===== src/rtl/arb_route_pkg.sv =====
// Shared types and defaults for the arbiter response router.
// Out-stage state enum, error bit positions and parameter defaults.
package arb_route_pkg;

    localparam int DEF_N_PORTS = 5;
    localparam int DEF_IDX_W   = 6;
    localparam int DEF_DEPTH   = 4;
    localparam int DEF_SRC_W   = 3;

    localparam int ERR_BAD_SRC = 0;
    localparam int ERR_ORPHAN  = 1;

    typedef enum logic {
        IDLE = 1'b0,
        HOLD = 1'b1
    } out_state_t;

endpackage


===== src/rtl/arb_resp_router_if.sv =====
// Request-tag and response handshake bundle of the response router.
// slave = router side, master = arbiter/downstream/requester side.
interface arb_resp_router_if
    import arb_route_pkg::*;
#(
    parameter int N_PORTS = DEF_N_PORTS,
    parameter int IDX_W   = DEF_IDX_W,
    parameter int SRC_W   = DEF_SRC_W
);

    logic               req_valid;
    logic [SRC_W-1:0]   req_src;
    logic               req_ready;

    logic               resp_in_valid;
    logic [IDX_W-1:0]   resp_in_idx;
    logic               resp_in_ready;

    logic [N_PORTS-1:0] resp_out_valid;
    logic [N_PORTS-1:0] resp_out_ready;
    logic [IDX_W-1:0]   resp_out_idx;

    modport slave (
        input  req_valid,
        input  req_src,
        output req_ready,
        input  resp_in_valid,
        input  resp_in_idx,
        output resp_in_ready,
        output resp_out_valid,
        input  resp_out_ready,
        output resp_out_idx
    );

    modport master (
        output req_valid,
        output req_src,
        input  req_ready,
        output resp_in_valid,
        output resp_in_idx,
        input  resp_in_ready,
        input  resp_out_valid,
        output resp_out_ready,
        input  resp_out_idx
    );

endinterface


===== src/rtl/arb_tag_fifo.sv =====
// In-order tag FIFO holding the winning port of each granted request.
// Head is read from storage only, so a fresh tag is never bypassed.
module arb_tag_fifo #(
    parameter int  DEPTH = 4,
    parameter int  W     = 3,
    localparam int PW    = $clog2(DEPTH),
    localparam int CW    = $clog2(DEPTH) + 1
) (
    input  logic          clock,
    input  logic          reset,
    input  logic          push,
    input  logic [W-1:0]  din,
    input  logic          pop,
    output logic [W-1:0]  dout,
    output logic [CW-1:0] count,
    output logic          empty
);

    logic [W-1:0]  mem [DEPTH];
    logic [PW-1:0] wr_ptr;
    logic [PW-1:0] rd_ptr;
    logic          full;
    logic          do_push;
    logic          do_pop;

    assign full    = (count == CW'(DEPTH));
    assign empty   = (count == '0);
    assign do_push = push & ~full;
    assign do_pop  = pop & ~empty;
    assign dout    = mem[rd_ptr];

    // Storage, wrapping pointers and occupancy count.
    always_ff @(posedge clock or negedge reset) begin
        if (!reset) begin
            for (int i = 0; i < DEPTH; i++) mem[i] <= '0;
            wr_ptr <= '0;
            rd_ptr <= '0;
            count  <= '0;
        end else begin
            if (do_push) begin
                mem[wr_ptr] <= din;
                wr_ptr      <= wr_ptr + PW'(1);
            end
            if (do_pop) rd_ptr <= rd_ptr + PW'(1);
            unique case ({do_push, do_pop})
                2'b10:   count <= count + CW'(1);
                2'b01:   count <= count - CW'(1);
                default: ;
            endcase
        end
    end

endmodule


===== src/rtl/arb_resp_router.sv =====
// Routes in-order downstream responses back to the requesting port.
// Tag FIFO records winners; a one-deep hold stage drives the ports.
module arb_resp_router
    import arb_route_pkg::*;
#(
    parameter int  N_PORTS = DEF_N_PORTS,
    parameter int  IDX_W   = DEF_IDX_W,
    parameter int  DEPTH   = DEF_DEPTH,
    parameter int  SRC_W   = DEF_SRC_W,
    localparam int CNT_W   = $clog2(DEPTH) + 1
) (
    input  logic             clock,
    input  logic             reset,
    arb_resp_router_if.slave bus,
    output logic [CNT_W-1:0] outstanding,
    output logic [1:0]       err
);

    out_state_t         state_q;
    out_state_t         state_d;
    logic [SRC_W-1:0]   port_q;
    logic [IDX_W-1:0]   idx_q;
    logic [SRC_W-1:0]   head;
    logic [CNT_W-1:0]   count;
    logic               fifo_empty;
    logic               src_ok;
    logic               req_fire;
    logic               push;
    logic               accept;
    logic               out_fire;
    logic               in_ready;
    logic [N_PORTS-1:0] valid_oh;

    assign bus.req_ready      = (count < CNT_W'(DEPTH));
    assign req_fire           = bus.req_valid & bus.req_ready;
    assign src_ok             = ({1'b0, bus.req_src} < (SRC_W + 1)'(N_PORTS));
    assign push               = req_fire & src_ok;
    assign outstanding        = count;
    assign bus.resp_in_ready  = in_ready;
    assign bus.resp_out_valid = valid_oh;
    assign bus.resp_out_idx   = idx_q;

    arb_tag_fifo #(
        .DEPTH (DEPTH),
        .W     (SRC_W)
    ) u_tags (
        .clock (clock),
        .reset (reset),
        .push  (push),
        .din   (bus.req_src),
        .pop   (accept),
        .dout  (head),
        .count (count),
        .empty (fifo_empty)
    );

    // Output-stage next state, port valids and response acceptance.
    always_comb begin
        state_d  = state_q;
        valid_oh = '0;
        in_ready = 1'b0;
        out_fire = 1'b0;
        unique case (state_q)
            IDLE: in_ready = ~fifo_empty;
            HOLD: begin
                valid_oh = N_PORTS'(1) << port_q;
                out_fire = |(valid_oh & bus.resp_out_ready);
                in_ready = ~fifo_empty & out_fire;
            end
            default: ;
        endcase
        accept = bus.resp_in_valid & in_ready;
        if (accept) state_d = HOLD;
        else if (out_fire) state_d = IDLE;
    end

    // Hold register: captures payload and head port on acceptance.
    always_ff @(posedge clock or negedge reset) begin
        if (!reset) begin
            state_q <= IDLE;
            port_q  <= '0;
            idx_q   <= '0;
        end else begin
            state_q <= state_d;
            if (accept) begin
                port_q <= head;
                idx_q  <= bus.resp_in_idx;
            end
        end
    end

    // Sticky error flags, cleared only by reset.
    always_ff @(posedge clock or negedge reset) begin
        if (!reset) begin
            err <= '0;
        end else begin
            if (req_fire & ~src_ok) err[ERR_BAD_SRC] <= 1'b1;
            if (bus.resp_in_valid & fifo_empty) err[ERR_ORPHAN] <= 1'b1;
        end
    end

endmodule


===== src/flat_wrapper.sv =====
// flat-port wrapper written by rule: the top's interface ports become plain ports
module arb_resp_router_flat import arb_route_pkg::*;
#(
    parameter int  N_PORTS = DEF_N_PORTS,
    parameter int  IDX_W   = DEF_IDX_W,
    parameter int  DEPTH   = DEF_DEPTH,
    parameter int  SRC_W   = DEF_SRC_W,
    localparam int CNT_W   = $clog2(DEPTH) + 1
)
  (clock, reset, outstanding, err, bus_req_valid, bus_req_src, bus_req_ready, bus_resp_in_valid, bus_resp_in_idx, bus_resp_in_ready, bus_resp_out_valid, bus_resp_out_ready, bus_resp_out_idx);
  arb_resp_router_if #(.N_PORTS(N_PORTS), .IDX_W(IDX_W), .SRC_W(SRC_W)) bus_i ();
  input  logic clock;
  input  logic reset;
  output logic [CNT_W-1:0] outstanding;
  output logic [1:0] err;
  input wire logic [$bits(bus_i.req_valid)-1:0] bus_req_valid;
  input wire logic [$bits(bus_i.req_src)-1:0] bus_req_src;
  output wire logic [$bits(bus_i.req_ready)-1:0] bus_req_ready;
  input wire logic [$bits(bus_i.resp_in_valid)-1:0] bus_resp_in_valid;
  input wire logic [$bits(bus_i.resp_in_idx)-1:0] bus_resp_in_idx;
  output wire logic [$bits(bus_i.resp_in_ready)-1:0] bus_resp_in_ready;
  output wire logic [$bits(bus_i.resp_out_valid)-1:0] bus_resp_out_valid;
  input wire logic [$bits(bus_i.resp_out_ready)-1:0] bus_resp_out_ready;
  output wire logic [$bits(bus_i.resp_out_idx)-1:0] bus_resp_out_idx;
  assign bus_i.req_valid = bus_req_valid;
  assign bus_i.req_src = bus_req_src;
  assign bus_req_ready = bus_i.req_ready;
  assign bus_i.resp_in_valid = bus_resp_in_valid;
  assign bus_i.resp_in_idx = bus_resp_in_idx;
  assign bus_resp_in_ready = bus_i.resp_in_ready;
  assign bus_resp_out_valid = bus_i.resp_out_valid;
  assign bus_i.resp_out_ready = bus_resp_out_ready;
  assign bus_resp_out_idx = bus_i.resp_out_idx;
  arb_resp_router #(.N_PORTS(N_PORTS), .IDX_W(IDX_W), .DEPTH(DEPTH), .SRC_W(SRC_W)) u_core (.clock(clock), .reset(reset), .bus(bus_i), .outstanding(outstanding), .err(err));
endmodule

===== config.mk =====
export PLATFORM = sky130hd
export DESIGN_NAME = arb_resp_router_flat
export DESIGN_NICKNAME = d
export VERILOG_FILES = /design/src/rtl/arb_route_pkg.sv /design/src/rtl/arb_resp_router_if.sv /design/src/rtl/arb_tag_fifo.sv /design/src/rtl/arb_resp_router.sv /design/src/flat_wrapper.sv
export SDC_FILE = /design/constraint.sdc
export NUM_CORES = 1
export LEC_CHECK = 0
export ABC_AREA = 1
export CAP_MARGIN = 20
export CORE_MARGIN = 3
export CORE_UTILIZATION = 50
export CTS_CLUSTER_SIZE = 14
export DETAILED_ROUTE_END_ITERATION = 8
export PLACE_DENSITY = 0.86
export RECOVER_POWER = 25
export SYNTH_ARGS = -nofsm -noshare
export SYNTH_HDL_FRONTEND = slang
export SYNTH_HIERARCHICAL = 1
export SYNTH_SLANG_ARGS = --single-unit
export TNS_END_PERCENT = 20

===== constraint.sdc =====
create_clock -name clock -period 2.9 [get_ports clock]
set_input_delay 0.435 -clock clock [delete_from_list [all_inputs] [get_ports clock]]
set_output_delay 0.435 -clock clock [all_outputs]
set_load 0.03 [all_outputs]

==> impl_results.html <==
<table>
<tr><th>Metric</th><th>Value</th></tr>
<tr><th colspan="2">Clocking</th></tr>
<tr><td>Maximum clock insertion buffer count</td><td>2</td></tr>
<tr><td>Hold buffer count at cts</td><td>0</td></tr>
<tr><td>CTS tree</td><td>built</td></tr>
<tr><td>Number of buffers added for setup after CTS</td><td>0</td></tr>
<tr><td>Maximum level of the CTS H-tree</td><td>2</td></tr>
<tr><td>Clock-pin slew of the registers on the worst-case setup and hold paths</td><td>90 ps</td></tr>
<tr><td>Post-cts sizing count</td><td>0</td></tr>
<tr><td>Clock latency at the later pin of the worst-skew pair</td><td>330 ps</td></tr>
<tr><td>Root buffer cell</td><td>clkbuf_4</td></tr>
<tr><td>Clock sink count</td><td>31</td></tr>
<tr><td>Inserted Clock Buffers</td><td>5</td></tr>
<tr><th colspan="2">Power</th></tr>
<tr><td>PnR Total Power</td><td>2.248 mW</td></tr>
<tr><td>Relative contribution of sequential cells to total power</td><td>0.358</td></tr>
<tr><td>Ratio of total power to cell area</td><td>1082 nW/µm²</td></tr>
<tr><td>Internal Dissipation</td><td>1.187 mW</td></tr>
<tr><td>Proportion of power drawn by the clock network</td><td>0.103</td></tr>
<tr><td>Peak supply drop</td><td>0.6940 mV</td></tr>
<tr><td>Static leakage</td><td>1.042 nW</td></tr>
<tr><td>Combinational fraction of design power</td><td>0.539</td></tr>
<tr><td>Net switching power of the design</td><td>1.062 mW</td></tr>
<tr><td>Switching fraction of total power</td><td>0.4721</td></tr>
<tr><th colspan="2">Floorplan</th></tr>
<tr><td>Die area</td><td>4054 µm²</td></tr>
<tr><td>Boundary Pins</td><td>36</td></tr>
<tr><td>Starting density of the core</td><td>0.5359</td></tr>
<tr><td>Core ar.</td><td>3103 µm²</td></tr>
<tr><td>Chip height</td><td>63.67 µm</td></tr>
<tr><td>Width of the chip</td><td>63.67 µm</td></tr>
<tr><td>Row Count</td><td>20</td></tr>
<tr><th colspan="2">Worst setup path</th></tr>
<tr><td>Type of the setup path with the least slack</td><td>reg2out</td></tr>
<tr><td>Required time of the critical path</td><td>2470 ps</td></tr>
<tr><td>Arrival time reported for the critical path endpoint</td><td>2150 ps</td></tr>
<tr><td>Top fanout value on the critical path</td><td>12</td></tr>
<tr><td>Kind of start point of the critical path</td><td>register</td></tr>
<tr><td>First element of the critical path</td><td>u_core/port_q[2]</td></tr>
<tr><td>Slack of the worst reg-to-reg path</td><td>520 ps</td></tr>
<tr><td>Type of destination of the critical path</td><td>primary output</td></tr>
<tr><td>Launching point of the worst reg2reg path</td><td>u_core/port_q[2]</td></tr>
<tr><th colspan="2">Placement</th></tr>
<tr><td>Weighted congestion at the end of routability-driven global placement</td><td>0.7900</td></tr>
<tr><td>Placed cell areas</td><td>2032 µm²</td></tr>
<tr><td>Post-DP HPWL</td><td>2.544 mm</td></tr>
<tr><td>I/O Buffers</td><td>35</td></tr>
<tr><td>Placed cells</td><td>280</td></tr>
<tr><td>Post-placement worst setup slack</td><td>255.5 ps</td></tr>
<tr><th colspan="2">Final layout</th></tr>
<tr><td>Antenna cell count</td><td>0</td></tr>
<tr><td>Share of final-layout standard cells stronger than drive strength 1</td><td>0.06967</td></tr>
<tr><td>Final design instance area without fill</td><td>2078 µm²</td></tr>
<tr><td>Area growth from synthesis to layout</td><td>24.98%</td></tr>
<tr><td>Final Net Count</td><td>267</td></tr>
<tr><td>Final cell count without fillers</td><td>288</td></tr>
<tr><td>Sequential cell area</td><td>775.7 µm²</td></tr>
<tr><td>Number of fill cells</td><td>278</td></tr>
<tr><td>Area used by multi-input combinational logic</td><td>742.0 µm²</td></tr>
<tr><td>Core occupancy in the finished layout</td><td>0.6698</td></tr>
<tr><th colspan="2">Yosys</th></tr>
<tr><td>Cell type with the largest total area after synthesis</td><td>dfrtp_1</td></tr>
<tr><td>Flops &amp; latches, synth</td><td>31</td></tr>
<tr><td>Most frequently used flop master after synthesis</td><td>dfrtp_1</td></tr>
<tr><td>Top cell type's share of synthesized area</td><td>0.4665</td></tr>
<tr><td>Distinct cell type count after synthesis</td><td>25</td></tr>
<tr><td>Most common cell in the netlist</td><td>nand2_1</td></tr>
<tr><td>Synth top area cells</td><td>dfrtp_1, nand2_1, nand4_1</td></tr>
<tr><td>Net count after synthesis</td><td>230</td></tr>
<tr><td>Total number of yosys warnings</td><td>6</td></tr>
<tr><td>EDFF count, synth</td><td>0</td></tr>
<tr><td>Post-Synthesis Cell Area</td><td>1663 µm²</td></tr>
<tr><td>Commonest cells post-synth</td><td>nand2_1, dfrtp_1, nand4_1, inv_1, nor2_1</td></tr>
<tr><td>Cells after Synth</td><td>206</td></tr>
<tr><td>Avg Synthesized Cell Area</td><td>8.072 µm²</td></tr>
<tr><td>Fraction of the yosys area taken by sequential cells</td><td>0.4665</td></tr>
<tr><td>Proportion of register bits with asynchronous set or reset after synthesis</td><td>1.000</td></tr>
<tr><th colspan="2">Drt</th></tr>
<tr><td>DRT antenna net count</td><td>0</td></tr>
<tr><td>DRC errors left</td><td>0</td></tr>
<tr><td>Wire length per cell after detailed routing</td><td>11.83 µm</td></tr>
<tr><td>Wirelength, routed</td><td>3.406 mm</td></tr>
<tr><td>Initial drt markers</td><td>37</td></tr>
<tr><td>Vias per inst</td><td>5.233</td></tr>
<tr><td>DR vias</td><td>1,507</td></tr>
<tr><td>Detailed Routing Iterations Pass 1</td><td>6</td></tr>
<tr><th colspan="2">Job</th></tr>
<tr><td>Max-cap violations</td><td>1</td></tr>
<tr><th colspan="2">Timing</th></tr>
<tr><td>Measured slew at the worst slew-check pin</td><td>1601 ps</td></tr>
<tr><td>Final worst-path cycle share</td><td>0.8927</td></tr>
<tr><td>Peak clock frequency supported by timing</td><td>386.3 MHz</td></tr>
<tr><td>Worst max-slew margin expressed relative to the limit</td><td>-0.06705</td></tr>
<tr><td>Final setup violation count</td><td>0</td></tr>
<tr><td>Period minus WS final</td><td>2589 ps</td></tr>
<tr><td>Fin worst setup slack</td><td>311.2 ps</td></tr>
<tr><td>Unrepaired setup endpoints after global routing</td><td>false</td></tr>
<tr><td>Slew Limit Fails</td><td>32</td></tr>
<tr><td>Hold Vio Cnt, Final</td><td>0</td></tr>
<tr><td>Final worst clock skew</td><td>4.174 ps</td></tr>
<tr><td>Setup TNS Final</td><td>0 ps</td></tr>
<tr><td>Worst hold slack across all endpoints</td><td>457.6 ps</td></tr>
<tr><th colspan="2">Global route</th></tr>
<tr><td>Vias in the first global route</td><td>1,429</td></tr>
<tr><td>First-pass GRT wire length</td><td>6.147 mm</td></tr>
<tr><td>Overall track demand over capacity in global routing</td><td>0.1935</td></tr>
<tr><td>Aggregate global routing overflow</td><td>0</td></tr>
<tr><td>Antenna violations before repair</td><td>0</td></tr>
<tr><td>Largest net degree at the start of global routing</td><td>32</td></tr>
<tr><th colspan="2">Min path</th></tr>
<tr><td>Launch instance of the worst min-delay path</td><td>u_core/err[1]</td></tr>
<tr><td>Class of the worst hold path</td><td>reg2reg</td></tr>
<tr><th colspan="2">Outcome</th></tr>
<tr><td>Violations in the final reports</td><td>capacitance limit, slew limit</td></tr>
<tr><td>Status</td><td>finished, violations left</td></tr>
</table>
==> placed cells by master (no fill, tap or decap), drive strengths merged <==
master	count
nand3	13
clkbuf	8
clkdlybuf4s50	34
fa	1
a21oi	1
nor4	4
nor3	1
xnor2	1
inv	21
o21a	1
o21ai	10
nand2	68
ha	5
nor2	15
buf	3
dlygate4sd3	1
a21o	1
dfrtp	31
clkinv	1
nand4	23
a31o	1
==> routing by layer <==
metal  up-vias  part of all wire  GRT usage
met4         0             0.019    0.09164
met2        42              0.50     0.3129
met1       700              0.43     0.2379
met5         -                 0          0
li1        756                 -          -
met3         9             0.053    0.05348
==> worst max-delay path, cell delays in order (launching register included) <==
cell and delay (ps):
dfrtp_1 470, inv_2 110, nand3_1 90, nor2_1 130, a21oi_2 50, nand2_2 190
nand2_1 80, inv_1 50, clkdlybuf4s50_1 660
==> worst paths after layout <==
kind | end | cells past startpoint
max | bus_resp_in_ready | 8
min | u_core/err[1] | 1
max reg2reg | u_core/u_tags/count[2] | 16
min reg2reg | u_core/err[1] | 1
max in group asynchronous | u_core/u_tags/mem[3] | 2
min in group asynchronous | u_core/u_tags/mem[10] | 2
==> flip-flops by register name (all words and copies together) (netlist names) <==
| signal | cells |
|---|---|
| u_core/state_q | 1 |
| u_core/u_tags/count | 3 |
| u_core/u_tags/wr_ptr | 2 |
| u_core/err | 2 |
| u_core/u_tags/mem | 12 |
| u_core/port_q | 3 |
| u_core/bus.resp_out_idx | 6 |
| u_core/u_tags/rd_ptr | 2 |
==> final cells by class <==
class / instances / area share
clock inverter: 1 / 0.002408
multi-input combinational: 145 / 0.3570
clock buffer: 7 / 0.02167
tap: 44 / 0.02649
timing repair buffer: 39 / 0.1812
sequential: 31 / 0.3733
inverter: 21 / 0.03793
==> power groups by stage <==
stage	registers, mW	clock network, mW	logic, mW
3_3_place_gp	0.804	0	1.18
6_report	0.805	0.232	1.21
4_1_cts	0.804	0.243	1.22
2_1_floorplan	0.873	0	0.803
5_1_grt	0.837	0.261	1.37
3_5_place_dp	0.808	0	1.22
==> cell families after synthesis <==
| group | after synthesis | synth area share |
|---|---|---|
| AO/OA/AOI/OAI | 14 | 0.04967 |
| XOR/XNOR | 1 | 0.005268 |
| AND/OR/NAND/NOR | 124 | 0.3416 |
| buffers and inverters | 30 | 0.08728 |
| flip-flops | 31 | 0.4665 |
| adder cells (fa/ha/maj) | 6 | 0.04966 |
(Power assumes the default switching activity.)
